`src/rtl/comp_mult_pkg.sv`:
```
`default_nettype none
// ============================================================================
// comp_mult_pkg : shared defaults and width helpers for the arbiter slice
// Revision 1.0
// ============================================================================
package comp_mult_pkg;

    localparam int DWIDTH_DEF = 8;
    localparam int NREQ_DEF   = 4;
    localparam int OSTD_DEF   = 4;

    // Operands are {x1,y1,x2,y2}; results are {xr,yr} with two growth bits each
    function automatic int op_width(input int dw);
        return 4 * dw;
    endfunction

    function automatic int res_width(input int dw);
        return 4 * (dw + 1);
    endfunction

    function automatic int id_width(input int n);
        return (n > 1) ? $clog2(n) : 1;
    endfunction

    localparam int OP_W_DEF  = op_width(DWIDTH_DEF);
    localparam int RES_W_DEF = res_width(DWIDTH_DEF);
    localparam int ID_W_DEF  = id_width(NREQ_DEF);

endpackage : comp_mult_pkg
`default_nettype wire

```
`src/rtl/sync_fifo.sv`:
```
`default_nettype none
// ============================================================================
// sync_fifo : small synchronous FIFO with async hw reset and sync clear
// Revision 1.0
// ============================================================================
module sync_fifo #(
    parameter int WIDTH = 2,
    parameter int DEPTH = 4
) (
    input  logic             clk,
    input  logic             rst,
    input  logic             clr,
    input  logic             push,
    input  logic [WIDTH-1:0] push_data,
    input  logic             pop,
    output logic [WIDTH-1:0] head_data,
    output logic             full,
    output logic             empty
);

    localparam int AW = (DEPTH > 1) ? $clog2(DEPTH) : 1;
    localparam int CW = $clog2(DEPTH + 1);

    logic [WIDTH-1:0] mem [DEPTH];
    logic [AW-1:0]    wr_ptr;
    logic [AW-1:0]    rd_ptr;
    logic [CW-1:0]    count;
    logic             do_push;
    logic             do_pop;

    function automatic logic [AW-1:0] ptr_inc(input logic [AW-1:0] p);
        return (p == AW'(DEPTH - 1)) ? '0 : p + AW'(1);
    endfunction

    assign full    = (count == CW'(DEPTH));
    assign empty   = (count == '0);
    assign do_push = push & ~full;
    assign do_pop  = pop & ~empty;

    always_ff @(posedge clk or posedge rst) begin
        if (rst) begin
            wr_ptr <= '0;
            rd_ptr <= '0;
            count  <= '0;
        end else if (clr) begin
            wr_ptr <= '0;
            rd_ptr <= '0;
            count  <= '0;
        end else begin
            if (do_push) wr_ptr <= ptr_inc(wr_ptr);
            if (do_pop)  rd_ptr <= ptr_inc(rd_ptr);
            case ({do_push, do_pop})
                2'b10:   count <= count + CW'(1);
                2'b01:   count <= count - CW'(1);
                default: count <= count;
            endcase
        end
    end

    // Storage needs no reset: entries are only read once the count covers them
    always_ff @(posedge clk) begin
        if (do_push) mem[wr_ptr] <= push_data;
    end

    assign head_data = mem[rd_ptr];

endmodule : sync_fifo
`default_nettype wire

```
`src/rtl/comp_mult_arb.sv`:
```
`default_nettype none
// ============================================================================
// comp_mult_arb : round-robin front end sharing one complex multiplier
// Revision 1.0
// ============================================================================
module comp_mult_arb
    import comp_mult_pkg::*;
#(
    parameter int DWIDTH = DWIDTH_DEF,
    parameter int NREQ   = NREQ_DEF,
    parameter int OSTD   = OSTD_DEF
) (
    input  logic                            clk,
    input  logic                            rst,
    input  logic                            sw_rst,
    input  logic [NREQ-1:0]                 req_op_val,
    output logic [NREQ-1:0]                 req_op_rdy,
    input  logic [NREQ*op_width(DWIDTH)-1:0] req_op_data,
    output logic [NREQ-1:0]                 req_res_val,
    input  logic [NREQ-1:0]                 req_res_rdy,
    output logic [res_width(DWIDTH)-1:0]    req_res_data,
    output logic                            m_op_val,
    input  logic                            m_op_rdy,
    output logic [op_width(DWIDTH)-1:0]     m_op_data,
    input  logic                            m_res_val,
    output logic                            m_res_rdy,
    input  logic [res_width(DWIDTH)-1:0]    m_res_data,
    output logic                            err
);

    localparam int OPW = op_width(DWIDTH);
    localparam int IDW = id_width(NREQ);

    logic [IDW-1:0] rr_ptr;
    logic [IDW-1:0] gnt_idx;
    logic           gnt_found;
    logic [IDW-1:0] head_id;
    logic           fifo_full;
    logic           fifo_empty;
    logic           issue;
    logic           retire;
    logic [OPW-1:0] op_slice [NREQ];

    for (genvar gi = 0; gi < NREQ; gi++) begin : g_slice
        assign op_slice[gi] = req_op_data[gi*OPW +: OPW];
    end

    // Scan from rr_ptr upward with wrap; first valid requester wins
    always_comb begin
        gnt_found = 1'b0;
        gnt_idx   = rr_ptr;
        for (int k = 0; k < NREQ; k++) begin : g_scan
            logic [IDW:0]   cand;
            logic [IDW-1:0] cand_idx;
            cand = {1'b0, rr_ptr} + (IDW+1)'(k);
            if (cand >= (IDW+1)'(NREQ)) cand = cand - (IDW+1)'(NREQ);
            cand_idx = cand[IDW-1:0];
            if (!gnt_found && req_op_val[cand_idx]) begin
                gnt_found = 1'b1;
                gnt_idx   = cand_idx;
            end
        end
    end

    assign m_op_val   = gnt_found & ~fifo_full;
    assign m_op_data  = op_slice[gnt_idx];
    assign issue      = m_op_val & m_op_rdy;
    assign req_op_rdy = issue ? (NREQ'(1) << gnt_idx) : '0;

    // Return path is steered purely by the owner at the head of the ID queue
    assign m_res_rdy    = ~fifo_empty & req_res_rdy[head_id];
    assign req_res_val  = (m_res_val & ~fifo_empty) ? (NREQ'(1) << head_id) : '0;
    assign req_res_data = m_res_data;
    assign retire       = m_res_val & m_res_rdy;

    always_ff @(posedge clk or posedge rst) begin
        if (rst) begin
            rr_ptr <= '0;
        end else if (sw_rst) begin
            rr_ptr <= '0;
        end else if (issue) begin
            rr_ptr <= (gnt_idx == IDW'(NREQ - 1)) ? '0 : gnt_idx + IDW'(1);
        end
    end

    always_ff @(posedge clk or posedge rst) begin
        if (rst) begin
            err <= 1'b0;
        end else if (sw_rst) begin
            err <= 1'b0;
        end else if (m_res_val && fifo_empty) begin
            err <= 1'b1;
        end
    end

    sync_fifo #(
        .WIDTH (IDW),
        .DEPTH (OSTD)
    ) u_id_fifo (
        .clk       (clk),
        .rst       (rst),
        .clr       (sw_rst),
        .push      (issue),
        .push_data (gnt_idx),
        .pop       (retire),
        .head_data (head_id),
        .full      (fifo_full),
        .empty     (fifo_empty)
    );

    a_no_issue_when_full: assert property (@(posedge clk) disable iff (rst)
        !(issue && fifo_full));
    a_op_rdy_onehot: assert property (@(posedge clk) disable iff (rst)
        $onehot0(req_op_rdy));
    a_res_val_onehot: assert property (@(posedge clk) disable iff (rst)
        $onehot0(req_res_val));

endmodule : comp_mult_arb
`default_nettype wire

```
`config.mk`:
```
export PLATFORM = sky130hd
export DESIGN_NAME = comp_mult_arb
export DESIGN_NICKNAME = d
export VERILOG_FILES = /design/src/rtl/comp_mult_pkg.sv /design/src/rtl/sync_fifo.sv /design/src/rtl/comp_mult_arb.sv
export SDC_FILE = /design/constraint.sdc
export NUM_CORES = 1
export LEC_CHECK = 0
export CAP_MARGIN = 20
export CELL_PAD_IN_SITES_DETAIL_PLACEMENT = 0
export CELL_PAD_IN_SITES_GLOBAL_PLACEMENT = 2
export CORE_AREA = 5 5 107 184
export DETAILED_ROUTE_END_ITERATION = 6
export DIE_AREA = 0 0 112 189
export GPL_ROUTABILITY_DRIVEN = 0
export PLACE_DENSITY = 0.76
export SYNTH_ARGS = -nofsm -noshare
export SYNTH_HDL_FRONTEND = slang
export SYNTH_SLANG_ARGS = --single-unit
```
`constraint.sdc`:
```
create_clock -name clk -period 3.8 [get_ports clk]
set_input_delay 0.57 -clock clk [delete_from_list [all_inputs] [get_ports clk]]
set_output_delay 0.57 -clock clk [all_outputs]
set_load 0.02 [all_outputs]
```
### Word-level counts from Yosys, hierarchy flattened

Memories as Yosys holds them, arrays and structs flattened.
Cells that the tools add are included.

* register bits: 10
* RAM bits: 8
* input bits: 177
* output and inout bits: 79
* logic and storage cells: 101
* memories kept: 1

Memory list
* u_id_fifo.mem: words 4, width 2, rd ports 1, clocked after Yosys merged registers in 0, write ports 1, line sync_fifo.sv:24 `logic [WIDTH-1:0] mem [DEPTH];`

* add/sub/neg operators: 12
* order comparisons: 10
* eq/ne operators: 6
* shifts and indexed selects: 2
* multiplexer cells: 42
* bitwise logic cells: 10
* reductions and logical operators: 13

Operators with widths (number)
* $bmux 32 s2: 1
* $mux 32: 2
* $mux 2: 17
* $lt 2x3->1 const B: 5
* $mux 1: 13
* $ge 3x3->1 const B: 4
* $bmux 1 s2: 5
* $eq 2x2->1 const B: 4
* $mux 4: 2
* $reduce_bool 2->1: 4
* $shl 1x2->4 const A: 2
* $sub 2x1->2 const B: 4
* $and 1x1->1: 7
* $add 2x1->2 const B: 3
* $add 2x2->3 const B: 2
* $pmux 3 s2: 1
* $logic_and 1x1->1: 4
* $add 2x1->3 const B: 1
* $add 3x1->3 const B: 1
* $eq 3x3->1 const B: 1
* $ge 2x3->1 const B: 1
* $logic_not 1->1: 3
* $logic_not 3->1: 1
* $mux 3: 1
* 5 further kinds: 6

### Logic depth before layout (Yosys ltp)

Gate-level depths: netlist (run 1).

* depth in word-level cells: 20
* mapped depth: 9

### Cells and area by module

From an unflattened synthesis (run 1), not the netlist that was laid out.

* cells, all modules: 340
* area total of the unflattened synthesis: 2428.6 µm²

Modules (own cells, without submodules)
* comp_mult_arb: times used 1, cells each 267, area an instance 1577.8 µm², sequential area each 75.1 µm²
* sync_fifo: times used 1, cells each 73, area an instance 850.8 µm², sequential area each 415.4 µm²

### Worst setup path after synthesis (run 1)

No wires, ideal clock.

* path type: input-to-output
* from: in req_op_val[2]
* to: out req_op_rdy[2]
* arrival: 2.181 ns
* path slack: 1.049 ns
* cell stages on the path: 8
* path through: nor2b_1 > o21ai_0 > o211a_1 > buf_2 > buf_1 > inv_1 > ha_1 > and2_1

RTL lines
* from (decl): line comp_mult_arb.sv:16 `input logic [NREQ-1:0] req_op_val,`
* $bmux 1 s2: line comp_mult_arb.sv:58 `if (!gnt_found && req_op_val[cand_idx]) begin`
* $mux 1 (implied by the code): line comp_mult_arb.sv:58
* $mux 1: line comp_mult_arb.sv:58
* $logic_not 1->1: line comp_mult_arb.sv:58
* $logic_and 1x1->1: line comp_mult_arb.sv:58
* $mux 1: line comp_mult_arb.sv:58
* $logic_not 1->1: line comp_mult_arb.sv:58
* $logic_and 1x1->1: line comp_mult_arb.sv:58
* $mux 1: line comp_mult_arb.sv:58
* $logic_not 1->1: line comp_mult_arb.sv:58
* $logic_and 1x1->1: line comp_mult_arb.sv:58
* $mux 2 *: line comp_mult_arb.sv:58
* named net gnt_idx[0]: line comp_mult_arb.sv:35 `logic [IDW-1:0] gnt_idx;`
* $shl 1x2->4 *: line comp_mult_arb.sv:68 `assign req_op_rdy = issue ? (NREQ'(1) << gnt_idx) : '0;`
* $mux 4 *: line comp_mult_arb.sv:68
* to (decl): line comp_mult_arb.sv:17 `output logic [NREQ-1:0] req_op_rdy,`

The timed path passes the listed nets; every way through them passes the cells marked *. The select of a mux whose other input is x is not followed.

### Worst setup path after layout (run 1)

* from: in req_op_val[1]
* to: out req_op_rdy[1]

* word-level cells in the longest chain between the ends: 15

RTL lines
* $bmux 1 s2: line comp_mult_arb.sv:58
* $mux 1 (implied by the code): line comp_mult_arb.sv:58
* $mux 1: line comp_mult_arb.sv:58
* $logic_not 1->1: line comp_mult_arb.sv:58
* $logic_and 1x1->1: line comp_mult_arb.sv:58
* $mux 1: line comp_mult_arb.sv:58
* $logic_not 1->1: line comp_mult_arb.sv:58
* $logic_and 1x1->1: line comp_mult_arb.sv:58
* $mux 1: line comp_mult_arb.sv:58
* $logic_not 1->1: line comp_mult_arb.sv:58
* $logic_and 1x1->1: line comp_mult_arb.sv:58
* $mux 1: line comp_mult_arb.sv:58
* $and 1x1->1: line comp_mult_arb.sv:65 `assign m_op_val = gnt_found & ~fifo_full;`
* $and 1x1->1: line comp_mult_arb.sv:67 `assign issue = m_op_val & m_op_rdy;`
* $mux 4 *: line comp_mult_arb.sv:68

Every way passes the cells marked *; elsewhere a longest branch is shown, timed or not. The select of a mux whose other input is x is not followed.

==> impl_metrics.json, run 1 <==
{
  "synth_top_flop_cell": "dfrtp_1",
  "intPower_w": 0.001002,
  "synth_cells": 255,
  "total_leakage_power_nw": 1.805,
  "grt_pass1_vias": 2694,
  "antenna_cells": 0,
  "hold_path_startpoint": "err$_DFFE_PP0P_",
  "rows": 65,
  "die_width_um": 112,
  "maxSlewHeadroom_pct": 59.10,
  "clock-sinks": 18,
  "start_util_pct": 13.71,
  "synth-xor-area-share_pct": 1.016,
  "ys_async_sr_fraction_pct": 55.56,
  "fill_cells": 1924,
  "grt_pass1_wl_mm": 13.34,
  "synthSimpleGateAreaFrac_pct": 9.497,
  "hold_path_end": "err$_DFFE_PP0P_",
  "dp_hpwl_mm": 7.844,
  "clk_latency_ps": 240,
  "core_um2": 17970,
  "ant_nets": 0,
  "worst_setup_path_end_kind": "output port",
  "tns_ps": 0,
  "firstDrtPassIters": 2,
  "cp_data_arrival_time_ps": 3110,
  "synthAdderAreaFrac_pct": 5.383,
  "slew_violations": 0,
  "outcome": "complete, no violations",
  "pwr-share-comb_pct": 69.6,
  "grt_remaining_overflow": 0,
  "p_clk_share_pct": 12.6,
  "cp_max_fo": 16,
  "antenna_found_initial": 0,
  "hold_ws_ps": 511.8,
  "syn_avg_cell_area_um2": 9.661,
  "drc": 0,
  "portBuffers": 183,
  "power.density_nw_per_um2": 365.8,
  "drive_gt1_share_pct": 5.707,
  "clock_skew_ps": 2.414,
  "vias_per_cell": 3.757,
  "seqPwrFrac_pct": 17.8,
  "ctsHoldBuffers": 0,
  "seq_area_frac_synth_pct": 19.91,
  "routed_wl_mm": 8.922,
  "worstReg2RegStart": "u_id_fifo.rd_ptr[0]$_DFFE_PP0P_",
  "post_drt_wl_per_cell_um": 14.01,
  "track_usage_pct": 7.775,
  "postSynthRegisterBits": 18,
  "hold_viol": 0,
  "fin_crit_sh_pct": 96.95,
  "synthMuxAreaShare_pct": 44.34,
  "holdPathStages": 2,
  "synth_cell_type_count": 34,
  "clk_pin_slew_ps": 50,
  "setup_viol": 0,
  "synth.cell_area_um2": 2464,
  "hp-class": "reg -> reg",
  "cp.required_ps": 3230,
  "area_growth_syn_to_layout_pct": 82.38,
  "synth_top_family_by_area": "multiplexers",
  "vias": 2393,
  "path_class": "in -> out",
  "cts_made_buffers": 3,
  "cts_buffer_depth": 2,
  "critPathSlowestCell": "clkdlybuf4s50_1",
  "num_io_pins": 256,
  "grt_max_degree": 25,
  "htree_levels": 1,
  "stdcell_area_um2": 4493,
  "startpoint_type": "input pin",
  "synth_compound_area_share_pct": 5.231,
  "max_clock_freq_mhz": 271.4,
  "p_switching_w": 0.0006415,
  "switching_share_pct": 39.03,
  "crit_chain": "clkdlybuf4s50_1 -> nor2_1 -> a221o_1 -> o22a_4 -> buf_12 -> inv_1 -> ha_1 -> and2_1 -> clkdlybuf4s50_1",
  "cts_root_buf": "clkbuf_16",
  "die_h_um": 189,
  "cts_tree": "done",
  "crit_path_frequent_cell": "clkdlybuf4s50_1",
  "r2r_end": "u_id_fifo.count[2]$_DFFE_PP0P_",
  "rrSetupSlack_ps": 950,
  "tightest_slew_ps": 607.9,
  "fin_nets": 591,
  "mappedNetlistNets": 442,
  "die_area_um2": 21170,
  "rsz0062_at_grt": "no",
  "timing.max_cap.violations": 0,
  "synth_edf_count": 8,
  "slowest_delay_ps": 600,
  "finalCriticalPeriod_ps": 3684,
  "yosysWarnings": 0,
  "ir_worst_vdd_mv": 0.1741,
  "drt_iter0_drc": 35,
  "reg2regPathDepth": 8,
  "placed_area_um2": 4377
}
==> state kept, by name (all words and copies together) (netlist names) <==
name / flops
u_id_fifo.mem: 8
u_id_fifo.count: 3
rr_ptr: 2
u_id_fifo.rd_ptr: 2
u_id_fifo.wr_ptr: 2
err: 1
==> Yosys cell counts (2+ instances only) <==
cell / n / share of area [%]
buf_2: 6 / 1.2
nand2b_1: 2 / 0.51
nor2_1: 17 / 2.6
a21oi_1: 6 / 1.2
nor2b_1: 6 / 1.5
buf_4: 36 / 11
mux2i_1: 102 / 41
ha_1: 9 / 4.6
dfrtp_1: 10 / 10
inv_1: 8 / 1.2
and2_1: 10 / 2.5
edfxtp_1: 8 / 9.8
clkbuf_1: 7 / 1.1
mux4_2: 2 / 1.8
nand2_1: 7 / 1.1
==> kinds of logic after synthesis <==
| kind of cell | count (synthesis) |
|---|---|
| xor gates and xnor gates | 2 |
| and+or+nand+nor | 46 |
| adders and majority gates | 10 |
| muxes | 106 |
| DFF | 18 |
| buffers and inverters | 58 |
| AOI/OAI and AO/OA | 15 |
==> worst max-delay path by stage <==
stage                       start             to  slack, ps  cells past startpoint
floorplan           req_op_val[2]  req_op_rdy[2]       1050                      8
global placement    req_op_val[1]  req_op_rdy[1]        140                      9
detailed placement  req_op_val[1]  req_op_rdy[1]        100                      9
CTS                 req_op_val[1]  req_op_rdy[1]         80                      9
global route        req_op_val[1]  req_op_rdy[1]          8                      9
finish              req_op_val[1]  req_op_rdy[1]        120                      9
==> power groups by stage <==
stage | Combinational (W) | Clock [W] | Sequential, W
detailed placement | 0.00116 | 0 | 0.000298
floorplan | 0.000698 | 0 | 0.000290
finish | 0.00114 | 0.000207 | 0.000293
global placement | 0.00114 | 0 | 0.000295
CTS | 0.00116 | 0.000211 | 0.000295
global route | 0.00124 | 0.000218 | 0.000301
==> stage by stage <==
stage           power, W  setup WS (ps)  instances  util, %
2_1_floorplan  0.0009879           1049        255        -
3_3_place_gp    0.001440          140.7        630    24.35
3_5_place_dp    0.001456          97.87        630    24.35
4_1_cts         0.001671          81.83        634    24.79
5_1_grt         0.001756          8.221        637    25.00
6_report        0.001644          116.0        637    25.00
==> routing by layer <==
metal	track usage, %	up-vias	routed length [µm]
li1	-	1160	-
met1	6.595	1082	2787
met2	16.52	143	5115
met3	3.166	8	933
met4	1.249	0	86
met5	0	-	0
==> cells in the final DEF, fill, tap and decap left out, types with 2 or more instances in the layout <==
| cell | n |
|---|---|
| clkbuf_16 | 3 |
| nand2_1 | 7 |
| nor2_1 | 17 |
| buf_12 | 4 |
| dfrtp_1 | 10 |
| mux2i_1 | 102 |
| mux4_2 | 2 |
| a21oi_1 | 6 |
| dlymetal6s2s_1 | 6 |
| ha_1 | 9 |
| edfxtp_1 | 8 |
| buf_4 | 7 |
| nor2b_1 | 6 |
| nand2b_1 | 2 |
| and2_1 | 10 |
| clkdlybuf4s50_1 | 177 |
| inv_1 | 8 |
==> what timing repair did <==
item	CTS	global route
gates resized for setup	0	6
setup buffers	0	3
setup endpoints to repair	0	7
==> critical path, delay by kind of cell <==
family,cells,cell delay (ps)
simple gates,2,190
fa+ha+maj,1,140
compound gates,2,720
buf+inv,4,1470
==> final cells by class <==
type                    instances  area, µm²  area share [%]
clock buffers                   3      75.07           1.671
multi-input cells             179       1622           36.09
clock inverters                 1      3.754         0.08354
repair buffers                194       1979           44.05
well taps                     234      292.8           6.516
flip-flops and latches         18      490.5           10.92
inverters                       8      30.03          0.6683
Power figures use the tool's default switching activity.
==> inputs of run 2 (changes only) <==
PLACE_DENSITY = 0.9   (was 0.76)
SETUP_SLACK_MARGIN = 0.15   (was default)
==> run 2 against run 1 <==
  * Design area is 1.6% higher
  * Largest power group unchanged
  * Total power is 0.45% lower
  * Via count is 1.9% higher
  * Setup slack better by 220 ps
  * Critical path depth is 1 lower
  * Non-clock buffer count is 3 higher
  * Critical path type unchanged
  * Routed wire length is 0.35% lower
==> impl_metrics.json, run 2 (same netlist as run 1, synthesis figures left out) <==
{
  "final_cells": 640,
  "switching_share_pct": 39.54,
  "post_drt_wl_per_cell_um": 13.89,
  "finalCriticalPeriod_ps": 3463,
  "ir_worst_vdd_mv": 0.1846,
  "cp_max_fo": 19,
  "cp_data_arrival_time_ps": 2890,
  "regArea_um2": 490.5,
  "die_area_um2": 21170,
  "holdPathStages": 2,
  "met1Wirelength_mm": 2.664,
  "timing.max_cap.violations": 0,
  "grt_max_degree": 23,
  "power.density_nw_per_um2": 358.3,
  "grt_remaining_overflow": 0,
  "ant_nets": 0,
  "worstReg2RegStart": "u_id_fifo.rd_ptr[0]$_DFFE_PP0P_",
  "crit_chain": "clkdlybuf4s50_1 -> nor2_1 -> a221o_1 -> o22a_4 -> buf_12 -> ha_1 -> and2_1 -> clkdlybuf4s50_1",
  "fill_cells": 1943,
  "hold_path_startpoint": "err$_DFFE_PP0P_",
  "cts_buffer_depth": 2,
  "vias_per_cell": 3.809,
  "seqPwrFrac_pct": 17.9,
  "clock_skew_ps": 2.344,
  "final_cell_mix": "clkdlybuf4s50_1, mux2i_1, dlymetal6s2s_1, nor2_1",
  "tightest_slew_ps": 645.9,
  "clock-sinks": 18,
  "vias": 2438,
  "slowest_delay_ps": 570,
  "rrSetupSlack_ps": 890,
  "total_leakage_power_nw": 2.052,
  "reg2regPathDepth": 8,
  "routed_wl_mm": 8.891,
  "dp_hpwl_mm": 7.629,
  "clk_latency_ps": 250,
  "wl_met3_um": 821,
  "slew_violations": 0,
  "num_io_pins": 256,
  "setup_viol": 0,
  "hold_viol": 0,
  "drive_gt1_share_pct": 6.404,
  "crit_start": "req_op_val[1]",
  "utilization_pct": 25.41,
  "cts_root_buf": "clkbuf_16",
  "top_layer_used": "met4",
  "die_h_um": 189,
  "grt_pass1_vias": 2804,
  "clk_pin_slew_ps": 50,
  "intPower_w": 0.0009892,
  "rsz0062_at_grt": "no",
  "cts_made_buffers": 3,
  "start_util_pct": 13.71,
  "htree_levels": 1,
  "worst_setup_path_end_kind": "output port",
  "ctsHoldBuffers": 0,
  "cts_tree": "done",
  "drt_iter0_drc": 42,
  "core_um2": 17970,
  "grt_pass1_wl_mm": 13.89,
  "cp.required_ps": 3230,
  "drc": 0,
  "multi_input_area_um2": 1622,
  "r2r_end": "u_id_fifo.count[2]$_DFFE_PP0P_",
  "path_class": "in -> out",
  "portBuffers": 183,
  "p_switching_w": 0.0006470,
  "finalPower_w": 0.001636,
  "antenna_cells": 0,
  "wl_met2_mm": 5.165,
  "max_clock_freq_mhz": 288.7,
  "p_clk_share_pct": 13.0,
  "outcome": "complete, no violations",
  "hp-class": "reg -> reg",
  "fin_crit_sh_pct": 91.14,
  "maxSlewHeadroom_pct": 56.80,
  "pwr-share-comb_pct": 69.1,
  "rows": 65,
  "top_register": "u_id_fifo.mem",
  "track_usage_pct": 7.970,
  "antenna_found_initial": 0,
  "critPathSlowestCell": "clkdlybuf4s50_1",
  "dpl.cell_count": 630,
  "startpoint_type": "input pin",
  "largest_reg_flops": 8,
  "crit_path_frequent_cell": "clkdlybuf4s50_1",
  "firstDrtPassIters": 4,
  "tns_ps": 0,
  "fin_nets": 594,
  "die_width_um": 112,
  "area_growth_syn_to_layout_pct": 85.37,
  "hold_path_end": "err$_DFFE_PP0P_",
  "final_common_cell": "clkdlybuf4s50_1",
  "top_regs": "u_id_fifo.mem: 8 flops, u_id_fifo.count: 3 flops"
}
run 2: changes by cell type in the layout (fill, tap and decap cells not counted):
cell             delta
buf_4               +3
dlygate4sd2_1       +5
clkdlybuf4s50_1    -28
dlymetal6s2s_1     +23
run 2: power by group through the flow:
stage          combinational (W)  clock (W)  sequential (W)
2_1_floorplan           0.000698          0        0.000290
3_3_place_gp             0.00114          0        0.000294
3_5_place_dp             0.00116          0        0.000298
4_1_cts                  0.00115   0.000218        0.000295
5_1_grt                  0.00122   0.000222        0.000303
6_report                 0.00113   0.000212        0.000294
run 2: layer usage:
layer	global-route usage, %	up-vias
met5	0	-
li1	-	1162
met4	2.453	0
met2	16.59	134
met1	7.032	1120
met3	2.462	22
run 2: worst max path at each step:
stage,endpoint,slack (ps),depth (start not counted)
3_5_place_dp,req_op_rdy[0],140,9
4_1_cts,m_op_data[14],160,8
6_report,req_op_rdy[2],340,8
2_1_floorplan,req_op_rdy[2],1050,8
5_1_grt,m_op_data[15],240,9
3_3_place_gp,req_op_rdy[0],160,9
run 2: repair_timing:
item | in CTS | in global routing
gates resized for setup | 5 | 29
pin swaps | 0 | 0
endpoints found under the hold margin | 0 | 0
setup endpoints to repair | 5 | 30
setup buffers | 0 | 6
run 2: layout make-up:
type | instances | share of cell area, %
clock inverter | 1 | 0.08219
tap | 234 | 6.411
multi-input combinational | 179 | 35.51
sequential | 18 | 10.74
inverter | 8 | 0.6575
timing repair buffer | 197 | 44.96
clock buffer | 3 | 1.644
run 2: through the flow:
step,cell area (µm²),setup slack [ps],hold WS [ps]
final,4567,336.7,493.6
after global routing,4567,235.5,564.6
after CTS,4449,156.1,505.9
after detailed placement,4377,136.6,492.3
after global placement,4377,156.5,477.0
after floorplan,2464,1049,410.2
run 2: critical path, delay by kind of cell:
family	cells	cell delay, ps
simple gates	2	200
compound gates	2	630
buf+inv	3	1270
fa+ha+maj	1	190
